===== config.mk =====
export PLATFORM = sky130hd
export DESIGN_NAME = peribus_timer
export DESIGN_NICKNAME = d
export VERILOG_FILES = /design/src/rtl/peribus_timer.sv
export SDC_FILE = /design/constraint.sdc
export NUM_CORES = 1
export LEC_CHECK = 0
export CAP_MARGIN = 20
export CORE_ASPECT_RATIO = 1.75
export CORE_UTILIZATION = 53
export DETAILED_ROUTE_END_ITERATION = 10
export GPL_TIMING_DRIVEN = 0
export PLACE_DENSITY = 0.85
export SYNTH_ARGS = -nofsm -noshare
export SYNTH_HDL_FRONTEND = slang
export SYNTH_SLANG_ARGS = --single-unit

===== constraint.sdc =====
create_clock -name clock -period 2.2 [get_ports clock]
set_input_delay 0.44 -clock clock [delete_from_list [all_inputs] [get_ports clock]]
set_output_delay 0.44 -clock clock [all_outputs]
set_load 0.01 [all_outputs]

===== src/rtl/peribus_timer.sv =====
// Prescaled 16-bit timer/counter responding on the peripheral bus, with level irq.
// Optional input capture unit enabled by defining PERIBUS_TIMER_CAPTURE_EN.
module peribus_timer #(
    parameter logic [7:0] BASE_ADDR = 8'h10
) (
    input  logic        clock,
    input  logic        reset_n,
    input  logic [7:0]  addr,
    input  logic [15:0] write_data,
    input  logic        write_enable,
    input  logic        read_enable,
    output logic [15:0] read_data,
    output logic        irq
`ifdef PERIBUS_TIMER_CAPTURE_EN
    ,
    input  logic        capture_in
`endif
);

    localparam int unsigned DATA_W = 16;
`ifdef PERIBUS_TIMER_CAPTURE_EN
    localparam int unsigned CTRL_W = 5;
    localparam int unsigned STAT_W = 3;
`else
    localparam int unsigned CTRL_W = 4;
    localparam int unsigned STAT_W = 2;
`endif

    localparam logic [2:0] OFF_CTRL     = 3'd0;
    localparam logic [2:0] OFF_STATUS   = 3'd1;
    localparam logic [2:0] OFF_COUNT    = 3'd2;
    localparam logic [2:0] OFF_RELOAD   = 3'd3;
    localparam logic [2:0] OFF_COMPARE  = 3'd4;
    localparam logic [2:0] OFF_PRESCALE = 3'd5;
`ifdef PERIBUS_TIMER_CAPTURE_EN
    localparam logic [2:0] OFF_CAPTURE  = 3'd6;
`endif

    logic                we_q;
    logic [CTRL_W-1:0]   ctrl,      ctrl_nxt;
    logic [STAT_W-1:0]   status,    status_nxt;
    logic [DATA_W-1:0]   count,     count_nxt;
    logic [DATA_W-1:0]   reload;
    logic [DATA_W-1:0]   compare;
    logic [DATA_W-1:0]   prescale;
    logic [DATA_W-1:0]   presc_cnt, presc_nxt;
`ifdef PERIBUS_TIMER_CAPTURE_EN
    logic                cap_meta, cap_sync, cap_sync_q;
    logic [DATA_W-1:0]   capture,   capture_nxt;
    logic                cap_edge_c;
`endif

    logic                in_win_c;
    logic [2:0]          off_c;
    logic                commit_c;
    logic                wr_ctrl_c, wr_status_c, wr_count_c;
    logic                wr_reload_c, wr_compare_c, wr_prescale_c;
    logic                tick_raw_c, tick_c, wrap_c;
    logic                ovf_set_c, cmp_set_c;
    logic [DATA_W-1:0]   count_tick_c;
    logic [STAT_W-1:0]   set_c, w1c_c;
    logic [DATA_W-1:0]   rd_val_c;
    logic                irq_nxt_c;

    // Window decode in 9 bits so a base near the top of the space cannot wrap.
    assign in_win_c = ({1'b0, addr} >= {1'b0, BASE_ADDR}) &&
                      ({1'b0, addr} <= ({1'b0, BASE_ADDR} + 9'd7));
    assign off_c    = 3'(addr - BASE_ADDR);
    assign commit_c = write_enable && !we_q && in_win_c;

    assign wr_ctrl_c     = commit_c && (off_c == OFF_CTRL);
    assign wr_status_c   = commit_c && (off_c == OFF_STATUS);
    assign wr_count_c    = commit_c && (off_c == OFF_COUNT);
    assign wr_reload_c   = commit_c && (off_c == OFF_RELOAD);
    assign wr_compare_c  = commit_c && (off_c == OFF_COMPARE);
    assign wr_prescale_c = commit_c && (off_c == OFF_PRESCALE);

`ifdef PERIBUS_TIMER_CAPTURE_EN
    assign cap_edge_c = cap_sync && !cap_sync_q;
`endif

    // Timer datapath, status flags and read mux.
    always_comb begin
        tick_raw_c   = ctrl[0] && (presc_cnt == prescale);
        // A COUNT write or an EN-clearing CTRL write swallows a coincident tick.
        tick_c       = tick_raw_c && !wr_count_c && !(wr_ctrl_c && !write_data[0]);
        wrap_c       = (count == 16'hFFFF);
        count_tick_c = wrap_c ? (ctrl[1] ? reload : '0) : count + 16'd1;
        ovf_set_c    = tick_c && wrap_c;
        cmp_set_c    = tick_c && (count_tick_c == compare);

        ctrl_nxt = ctrl;
        if (ovf_set_c && !ctrl[1]) begin
            ctrl_nxt[0] = 1'b0;
        end
        if (wr_ctrl_c) begin
            ctrl_nxt = write_data[CTRL_W-1:0];
        end

        count_nxt = count;
        if (tick_c) begin
            count_nxt = count_tick_c;
        end
        if (wr_count_c) begin
            count_nxt = write_data;
        end

        // Covers EN low, the EN rising commit (pre-edge EN is 0) and EN falling.
        presc_nxt = presc_cnt + 16'd1;
        if (!ctrl[0] || !ctrl_nxt[0] || tick_raw_c || wr_prescale_c) begin
            presc_nxt = '0;
        end

        set_c    = '0;
        set_c[0] = ovf_set_c;
        set_c[1] = cmp_set_c;
`ifdef PERIBUS_TIMER_CAPTURE_EN
        set_c[2]    = cap_edge_c;
        capture_nxt = cap_edge_c ? count : capture;
`endif
        w1c_c      = wr_status_c ? write_data[STAT_W-1:0] : '0;
        status_nxt = (status & ~w1c_c) | set_c;

        rd_val_c = '0;
        case (off_c)
            OFF_CTRL:     rd_val_c = DATA_W'(ctrl);
            OFF_STATUS:   rd_val_c = DATA_W'(status);
            OFF_COUNT:    rd_val_c = count;
            OFF_RELOAD:   rd_val_c = reload;
            OFF_COMPARE:  rd_val_c = compare;
            OFF_PRESCALE: rd_val_c = prescale;
`ifdef PERIBUS_TIMER_CAPTURE_EN
            OFF_CAPTURE:  rd_val_c = capture;
`endif
            default:      rd_val_c = '0;
        endcase

        irq_nxt_c = |(status & ctrl[CTRL_W-1:2]);
    end

    always_ff @(posedge clock or negedge reset_n) begin
        if (!reset_n) begin
            we_q      <= 1'b0;
            ctrl      <= '0;
            status    <= '0;
            count     <= '0;
            reload    <= '0;
            compare   <= '0;
            prescale  <= '0;
            presc_cnt <= '0;
            read_data <= '0;
            irq       <= 1'b0;
`ifdef PERIBUS_TIMER_CAPTURE_EN
            cap_meta   <= 1'b0;
            cap_sync   <= 1'b0;
            cap_sync_q <= 1'b0;
            capture    <= '0;
`endif
        end else begin
            we_q      <= write_enable;
            ctrl      <= ctrl_nxt;
            status    <= status_nxt;
            count     <= count_nxt;
            presc_cnt <= presc_nxt;
            if (wr_reload_c) begin
                reload <= write_data;
            end
            if (wr_compare_c) begin
                compare <= write_data;
            end
            if (wr_prescale_c) begin
                prescale <= write_data;
            end
            read_data <= (read_enable && in_win_c) ? rd_val_c : '0;
            irq       <= irq_nxt_c;
`ifdef PERIBUS_TIMER_CAPTURE_EN
            cap_meta   <= capture_in;
            cap_sync   <= cap_meta;
            cap_sync_q <= cap_sync;
            capture    <= capture_nxt;
`endif
        end
    end

endmodule


Word level (Yosys, flattened, before mapping):

Index checks and enable logic that the tools add are counted.

* bits of input ports: 28
* flip-flop bits (word level): 104
* output and inout port bits: 17

* reduce and logical (&&, ||, !) cells: 30
* bitwise operators: 4
* $add $sub $neg: 3
* equal/unequal tests: 8
* mux-type cells: 10
* $lt $le $gt $ge: 2

Operators with widths (number)
* two-way mux 16 bit: 6
* one-hot mux 16 bit (6 select lines): 1
* adder 16 x 1 -> 16 bit, second input constant: 2
* equality test 16 bit: 2
* logical AND 1 bit: 17
* equality test 16 bit, second input constant: 1
* greater-or-equal comparator 8 x 5 -> 1 bit, second input constant: 1
* <= comparator 8 x 5 -> 1 bit, second input constant: 1
* logical NOT 1 bit: 7
* equality test 3 x 2 -> 1 bit, second input constant: 2
* equality test 3 bit, second input constant: 2
* AND 2 bit: 2
* equality test 3 x 1 -> 1 bit, second input constant: 1
* logical NOT 3 bit: 1
* logical OR 1 bit: 3
* subtractor 3 x 1 -> 3 bit, second input constant: 1
* two-way mux 1 bit: 2
* two-way mux 2 bit: 1
* inverter 2 bit: 1
* OR 2 bit: 1
* nonzero test 2 bit: 1
* OR reduction 2 bit: 1

Logic depth before layout (Yosys ltp):

Gate-level depths: netlist of run 1.

* depth in word-level cells: 16
* gate-level depth with buffers: 9
* depth with buffers taken out: 8

Worst setup path before layout of run 1:

No wires, ideal clock.

* path kind: reg-to-reg
* start point: reg count[0]
* end point: reg status[1]
* clock period less this slack: 2.314 ns
* arrival time: 2.219 ns
* cell stages (with the launch flop): 9
* setup slack: -0.114 ns
* library setup time: 0.095 ns
* buffers on the path: 1
* path through: dfrtp_1 > ha_1 > nand4_4 > or4_1 > buf_2 > a211o_1 > a21oi_1 > nand4_1 > o31ai_1

* word-level cells in the longest chain between the ends: 5

RTL lines
* from (decl): RTL line 42 `logic [DATA_W-1:0] count, count_nxt;`
* from (signal assigned): RTL line 163 `count <= count_nxt;`
* adder 16 x 1 -> 16 bit / equality test 16 bit (equally long branches): RTL line 88, 87
* two-way mux 16 bit *: RTL line 88 `count_tick_c = wrap_c ? (ctrl[1] ? reload : '0) : count + 16'd1;`
* equality test 16 bit *: RTL line 90 `cmp_set_c = tick_c && (count_tick_c == compare);`
* logical AND 1 bit *: RTL line 90
* OR 2 bit *: RTL line 122 `status_nxt = (status & ~w1c_c) | set_c;`
* net status_nxt[1]: RTL line 41 `logic [STAT_W-1:0] status, status_nxt;`
* to (signal assigned): RTL line 162 `status <= status_nxt;`
* to (decl): RTL line 41

The timed path passes the listed nets; every way through them passes the cells marked *.
A chain may end at the register's enable or synchronous reset.

Worst setup path after layout of run 1:

* start point: reg count[1]
* end point: reg status[1]

Same word-level chain as after synthesis.

==> results of run 1 <==
==> kinds of logic after synthesis <==
group	Yosys count	share of synthesized area
AND/OR/NAND/NOR	210	0.197
flip-flops	104	0.444
buffers and inverters	46	0.0352
multiplexers	67	0.131
XOR/XNOR	48	0.0717
adder cells (fa/ha/maj)	2	0.00426
AO/OA/AOI/OAI	101	0.117
==> power by group <==
group | total [mW] | internal, mW | switching [mW]
sequential | 2.20 | 2.05 | 0.149
clock | 1.52 | 0.793 | 0.726
combinational | 2.08 | 0.945 | 1.13
==> stage by stage <==
stage | hold slack (ns) | area, µm² | cells | setup TNS [ns] | total power [mW]
2_1_floorplan | 0.144 | 5880 | 578 | 0 | 3.15
3_3_place_gp | 0.483 | 6460 | 750 | -385.15 | 3.53
3_5_place_dp | 0.452 | 6500 | 752 | -61.19 | 3.58
4_1_cts | 0.0868 | 7220 | 793 | -0.187 | 5.52
5_1_grt | 0.108 | 7530 | 807 | -3.29 | 6.01
6_report | 0.0675 | 7530 | 807 | -1.80 | 5.80
==> layer usage <==
layer | wire length (µm) | track usage
met4 | 1560 | 0.258
met3 | 1370 | 0.0621
met2 | 9380 | 0.542
met5 | 0 | 0
met1 | 6210 | 0.381
==> cell type report <==
class                           count  area, µm²
Multi-Input combinational cell    428       3380
Fill cell                         707       3230
Sequential cell                   104       2610
Timing Repair Buffer               89        840
Clock buffer                       10        239
Buffer                             33        228
Tap cell                          130        163
Clock inverter                      5       32.5
Inverter                            8       30.0
==> what timing repair did <==
action,4_1_cts,5_1_grt
gates cloned,1,0
pin swaps,23,21
resized for setup,63,57
setup buffers,30,14
setup endpoints to repair,93,32
==> placed cells by master (no fill, tap or decap), types with 6 or more instances in the layout <==
| cell | count |
|---|---|
| a221oi_1 | 14 |
| nand3_1 | 15 |
| clkbuf_1 | 8 |
| a21oi_1 | 20 |
| nand4_1 | 17 |
| mux2_2 | 55 |
| mux2i_1 | 7 |
| and3_1 | 10 |
| buf_6 | 9 |
| buf_4 | 47 |
| clkdlybuf4s50_1 | 35 |
| nand2_1 | 39 |
| xnor2_1 | 22 |
| nor2_2 | 9 |
| nor2_1 | 64 |
| a21o_1 | 6 |
| nor4_4 | 9 |
| clkbuf_16 | 9 |
| dfrtp_2 | 9 |
| inv_1 | 8 |
| dfrtp_1 | 95 |
| a22oi_1 | 16 |
| xor2_1 | 21 |
| o21ai_0 | 14 |
| and2_1 | 7 |
==> critical path, stage by stage (launching register included) <==
cell	delay [ns]
dfrtp_2	0.39
ha_4	0.17
nand4_4	0.16
or4_4	0.61
mux2i_1	0.21
xnor2_1	0.12
a31oi_1	0.23
nand4_1	0.16
o31ai_1	0.25
==> worst max path at each step <==
| stage | startpoint | endpoint | depth (start not counted) |
|---|---|---|---|
| after CTS | count[1] | status[1] | 8 |
| after global placement | reset_n | count[0] | 1 |
| after detailed placement | addr[3] | count[6] | 8 |
| after global routing | count[1] | status[1] | 8 |
| final | count[1] | status[1] | 8 |
| after floorplan | addr[3] | count[0] | 8 |
==> state kept, by name, summed over array words and instances, names as in the netlist <==
register,cells
compare,16
count,16
presc_cnt,16
prescale,16
read_data,16
reload,16
ctrl,4
status,2
irq,1
we_q,1
==> impl_metrics.py, run 1 <==
metrics = {
    "routing": {
        "post_drt_wl_per_cell_um": 22.9,
        "drt_wl_total_mm": 18.5,
        "vias_per_cell": 6.63,
        "drtAntennaViolNets": 0,
        "drtIter0Drc": 644,
        "drc": 0,
        "routed-via-count": 5348,
        "drtPass1Iterations": 6,
    },
    "clock_network": {
        "clock_latency_ns": 0.36,
        "cts_buffers": 9,
        "cts_root_buf": "clkbuf_16",
        "holdBufCountCts": 0,
        "cts_max_path_buffers": 2,
        "cts.sinks": 104,
        "path_clk_slew_ns": 0.07,
        "cts_tree": "built",
        "cts_max_level": 3,
    },
    "setup_path": {
        "path_class": "flip-flop to flip-flop",
        "cp.arrival_ns": 2.66,
        "worst_r2r_path_depth": 8,
        "crit_fanout": 7,
        "rrSetupSlack_ns": -0.20,
        "r2r-end": "status[1]",
        "r2r_start": "count[1]",
        "crit_path_end_kind": "flip-flop",
        "critPathLaunchType": "flip-flop",
        "cp.required_ns": 2.46,
    },
    "power": {
        "ir_drop_uv": 742,
        "leakage_nw": 3.36,
        "p_per_area_nw_per_um2": 770,
    },
    "yosys": {
        "synth_area_leader_cell": "dfrtp_1",
        "yosysWarnings": 0,
        "ys_seq_area_frac": 0.444,
        "ys_async_sr_fraction": 1.00,
        "synth.area.top_cells": "dfrtp_1, mux2_2, nor2_1, xnor2_1, xor2_1",
        "synth_ff_type": "dfrtp_1",
        "synth.top_cell.area_share": 0.444,
        "syn_inst": 578,
        "synth-seq-cells": 104,
        "yosys-top-cells-count": "dfrtp_1, nor2_1, mux2_2, nand2_1, xnor2_1",
        "synth_area_um2": 5870,
        "syn_nets": 608,
        "synth_cell_types": 63,
        "post_synth.cell_area_avg_um2": 10.2,
        "yosysMostFrequentCell": "dfrtp_1",
        "synth-edff-count": 0,
    },
    "finish": {
        "num_antenna_cells": 0,
        "syn_to_final_growth_pct": 28.3,
        "utilization": 0.700,
        "final_nets": 703,
        "final_layout_size_suffix_gt1_frac": 0.321,
    },
    "place": {
        "dp_hpwl_mm": 12.2,
        "post-place-ws_ns": -0.882,
        "port_buffers": 42,
        "gp_congestion": 1.02,
    },
    "floorplan": {
        "io_pins": 45,
        "design.core.area_um2": 10800,
        "start_util": 0.545,
        "die-area_um2": 11500,
        "die_h_um": 141,
        "rows": 50,
        "die_w_um": 81.5,
    },
    "global_route": {
        "grt_pass1_vias": 5397,
        "grt_start_max_net_pins": 67,
        "grt_usage": 0.336,
        "grt_overflow": 0,
        "antenna_found_initial": 0,
        "grt_pass1_wl_mm": 28.3,
    },
    "timing": {
        "tightest_slew_ns": 0.684,
        "rsz0062_at_grt": "true",
        "setup_viol": 27,
        "skew_ns": 0.0118,
        "slew_headroom": 0.544,
        "setup_ws_ns": -0.202,
        "finalHoldViolCount": 0,
        "period_needed_ns": 2.40,
        "fmax_ghz": 0.416,
        "slew_viol_final": 0,
        "period_share": 1.09,
    },
    "worst_hold_path": {
        "worstHoldPathType": "primary input to async pin",
    },
    "run_status": {
        "violations": "setup timing",
        "status": "complete, but fails checks",
    },
    "job": {
        "max_cap_viol_count": 0,
    },
}
No activity file was read; power rests on OpenSTA's default activity.
==> inputs of run 2 (changes only) <==
CORE_UTILIZATION = 35   (was 53)
GPL_ROUTABILITY_DRIVEN = 0   (was unset)
PLACE_DENSITY = 0.63   (was 0.85)
==> run 2 against run 1 <==
The flow still finishes with violations (setup timing). Power rose by 2.7%. Final area rose by 1.3%. Combinational power fell by 4%. Sequential share of layout area fell by 0.47 points. Clock power rose by 14%. Clock skew fell by 0.0020 ns. Critical path depth rose by 1. Non-clock buffer count fell by 6. First-iteration DRC count fell by 1.1%. Final cell count rose by 11%. Maximum frequency rose by 0.86%. Critical path type unchanged. Critical endpoint unchanged. Largest cell class unchanged.
==> impl_metrics.py, run 2 (same netlist as run 1, synthesis figures left out) <==
metrics = {
    "run_status": {
        "status": "complete, but fails checks",
        "violations": "setup timing",
    },
    "setup_path": {
        "crit_path_max_incr_delay_ns": 0.48,
        "critPathLaunchType": "flip-flop",
        "cp.required_ns": 2.46,
        "path_class": "flip-flop to flip-flop",
        "crit_top_cell": "buf_4",
        "crit_path_end_kind": "flip-flop",
        "crit_fanout": 7,
        "r2r-end": "status[1]",
        "cp.arrival_ns": 2.64,
        "worstSetupStartpoint": "count[1]",
        "crit_end": "status[1]",
        "cp_cell_sequence": "buf_4 > buf_4 > nand2_2 > o21a_1 > or4_1 > and3_1 > a21oi_2 > nand4_1 > o31ai_1",
        "rrSetupSlack_ns": -0.18,
        "cpMaxStageDelayCell": "or4_1",
        "worst_r2r_path_depth": 9,
        "r2r_start": "count[1]",
    },
    "global_route": {
        "grt_pass1_wl_mm": 29.5,
        "grt_start_max_net_pins": 68,
        "antenna_found_initial": 0,
        "grt_overflow": 0,
        "grt_usage": 0.228,
        "grt_pass1_vias": 5379,
    },
    "floorplan": {
        "io_pins": 45,
        "die_w_um": 99.9,
        "design.core.area_um2": 16400,
        "die_h_um": 173,
        "start_util": 0.358,
        "die-area_um2": 17300,
        "rows": 62,
    },
    "power": {
        "p_clk_frac": 0.292,
        "switchingPower_mw": 1.97,
        "p_per_area_nw_per_um2": 781,
        "ir_drop_uv": 374,
        "power.internal_mw": 3.98,
        "p_seq_frac": 0.372,
        "leakage_nw": 3.31,
        "swShare": 0.331,
        "p_comb_frac": 0.335,
    },
    "clock_network": {
        "clock_latency_ns": 0.35,
        "cts_tree": "built",
        "cts.sinks": 104,
        "cts_max_level": 3,
        "cts_root_buf": "clkbuf_16",
        "cts_buffers": 9,
        "path_clk_slew_ns": 0.07,
        "cts_max_path_buffers": 2,
    },
    "routing": {
        "drtAntennaViolNets": 0,
        "drtIter0Drc": 637,
        "post_drt_wl_per_cell_um": 20.9,
        "drt_wl_total_mm": 18.7,
        "drc": 0,
        "vias_per_cell": 5.71,
        "drtPass1Iterations": 6,
        "routed-via-count": 5109,
    },
    "place": {
        "port_buffers": 42,
        "dpl.cell_count": 846,
        "dp_hpwl_mm": 13.1,
        "dpl-instance-area_um2": 6610,
        "post-place-ws_ns": -0.907,
    },
    "timing": {
        "slew_headroom": 0.552,
        "tightest_slew_ns": 0.672,
        "slew_viol_final": 0,
        "rsz0062_at_grt": "true",
        "period_share": 1.08,
        "setup_ws_ns": -0.182,
        "skew_ns": 0.00986,
        "setup_viol": 12,
        "period_needed_ns": 2.38,
        "fmax_ghz": 0.420,
        "finalHoldViolCount": 0,
    },
    "finish": {
        "final_cell_mix": "dfrtp_1, nor2_1, mux2_2",
        "final_area_um2": 7630,
        "final_layout_size_suffix_gt1_frac": 0.310,
        "utilization": 0.466,
        "stdcell_count": 895,
        "num_antenna_cells": 0,
        "final_common_cell": "dfrtp_1",
        "syn_to_final_growth_pct": 30.0,
        "num-fill-cells": 1485,
        "final_nets": 697,
    },
    "job": {
        "max_cap_viol_count": 0,
    },
    "worst_hold_path": {
        "worstHoldPathType": "primary input to async pin",
    },
}
## run 2: worst max-delay path: cells and delay by family (launching register included)
family / cells / cell delay (ns)
simple gates: 4 / 0.98
compound gates: 3 / 0.67
buf+inv: 2 / 0.25
flops: 1 / 0.39
## run 2: timing repair
action	in CTS	in global routing
gates resized for setup	63	59
cloned	1	0
setup endpoints to repair	87	55
setup buffers	27	12
pin swaps	19	25
hold buffers	0	0
## run 2: power groups by stage
| stage | logic (mW) | clock network (mW) | registers (mW) |
|---|---|---|---|
| 5_1_grt | 2.14 | 1.85 | 2.23 |
| 6_report | 2.00 | 1.74 | 2.22 |
| 3_5_place_dp | 1.32 | 0 | 2.27 |
| 2_1_floorplan | 0.948 | 0 | 2.20 |
| 3_3_place_gp | 1.30 | 0 | 2.26 |
| 4_1_cts | 1.80 | 1.78 | 2.21 |
## run 2: layout make-up
class                   instances  area [µm²]  share of cell area
plain buffers                  32         221              0.0290
clock buffers                  10         229              0.0300
clock inverters                 5        86.3              0.0113
inverters                       8        30.0             0.00394
multi-input cells             428        3330               0.436
flip-flops and latches        104        2610               0.343
well taps                     224         280              0.0368
repair buffers                 84         840               0.110
## run 2: layer usage
| layer | track usage | wire length (µm) | up-vias |
|---|---|---|---|
| met5 | 0 | 0 | - |
| met4 | 0.176 | 1480 | 0 |
| met3 | 0.0347 | 836 | 103 |
| met2 | 0.404 | 10100 | 243 |
| met1 | 0.235 | 6380 | 2500 |
| li1 | - | - | 2263 |
## run 2: how the worst min path moves through the flow
stage,from,to,slack [ns]
finish,reset_n,count[9],0.05
global route,reset_n,count[9],0.10
CTS,reset_n,count[9],0.08
detailed placement,reset_n,count[9],0.45
global placement,presc_cnt[0],presc_cnt[0],0.49
floorplan,reset_n,compare[0],0.14
## run 2: through the flow
stage	power [mW]	setup TNS [ns]	hold WS (ns)
after floorplan	3.15	0	0.144
after global placement	3.56	-398.55	0.486
after detailed placement	3.59	-62.45	0.451
after CTS	5.79	-0.103	0.0751
after global routing	6.21	-2.23	0.101
final	5.95	-0.339	0.0546
==> inputs of run 3 (changes only) <==
SLEW_MARGIN = 0   (was unset)
==> results of run 3 <==
Same layout as run 2: the final DEF is identical, and so are final timing and power.
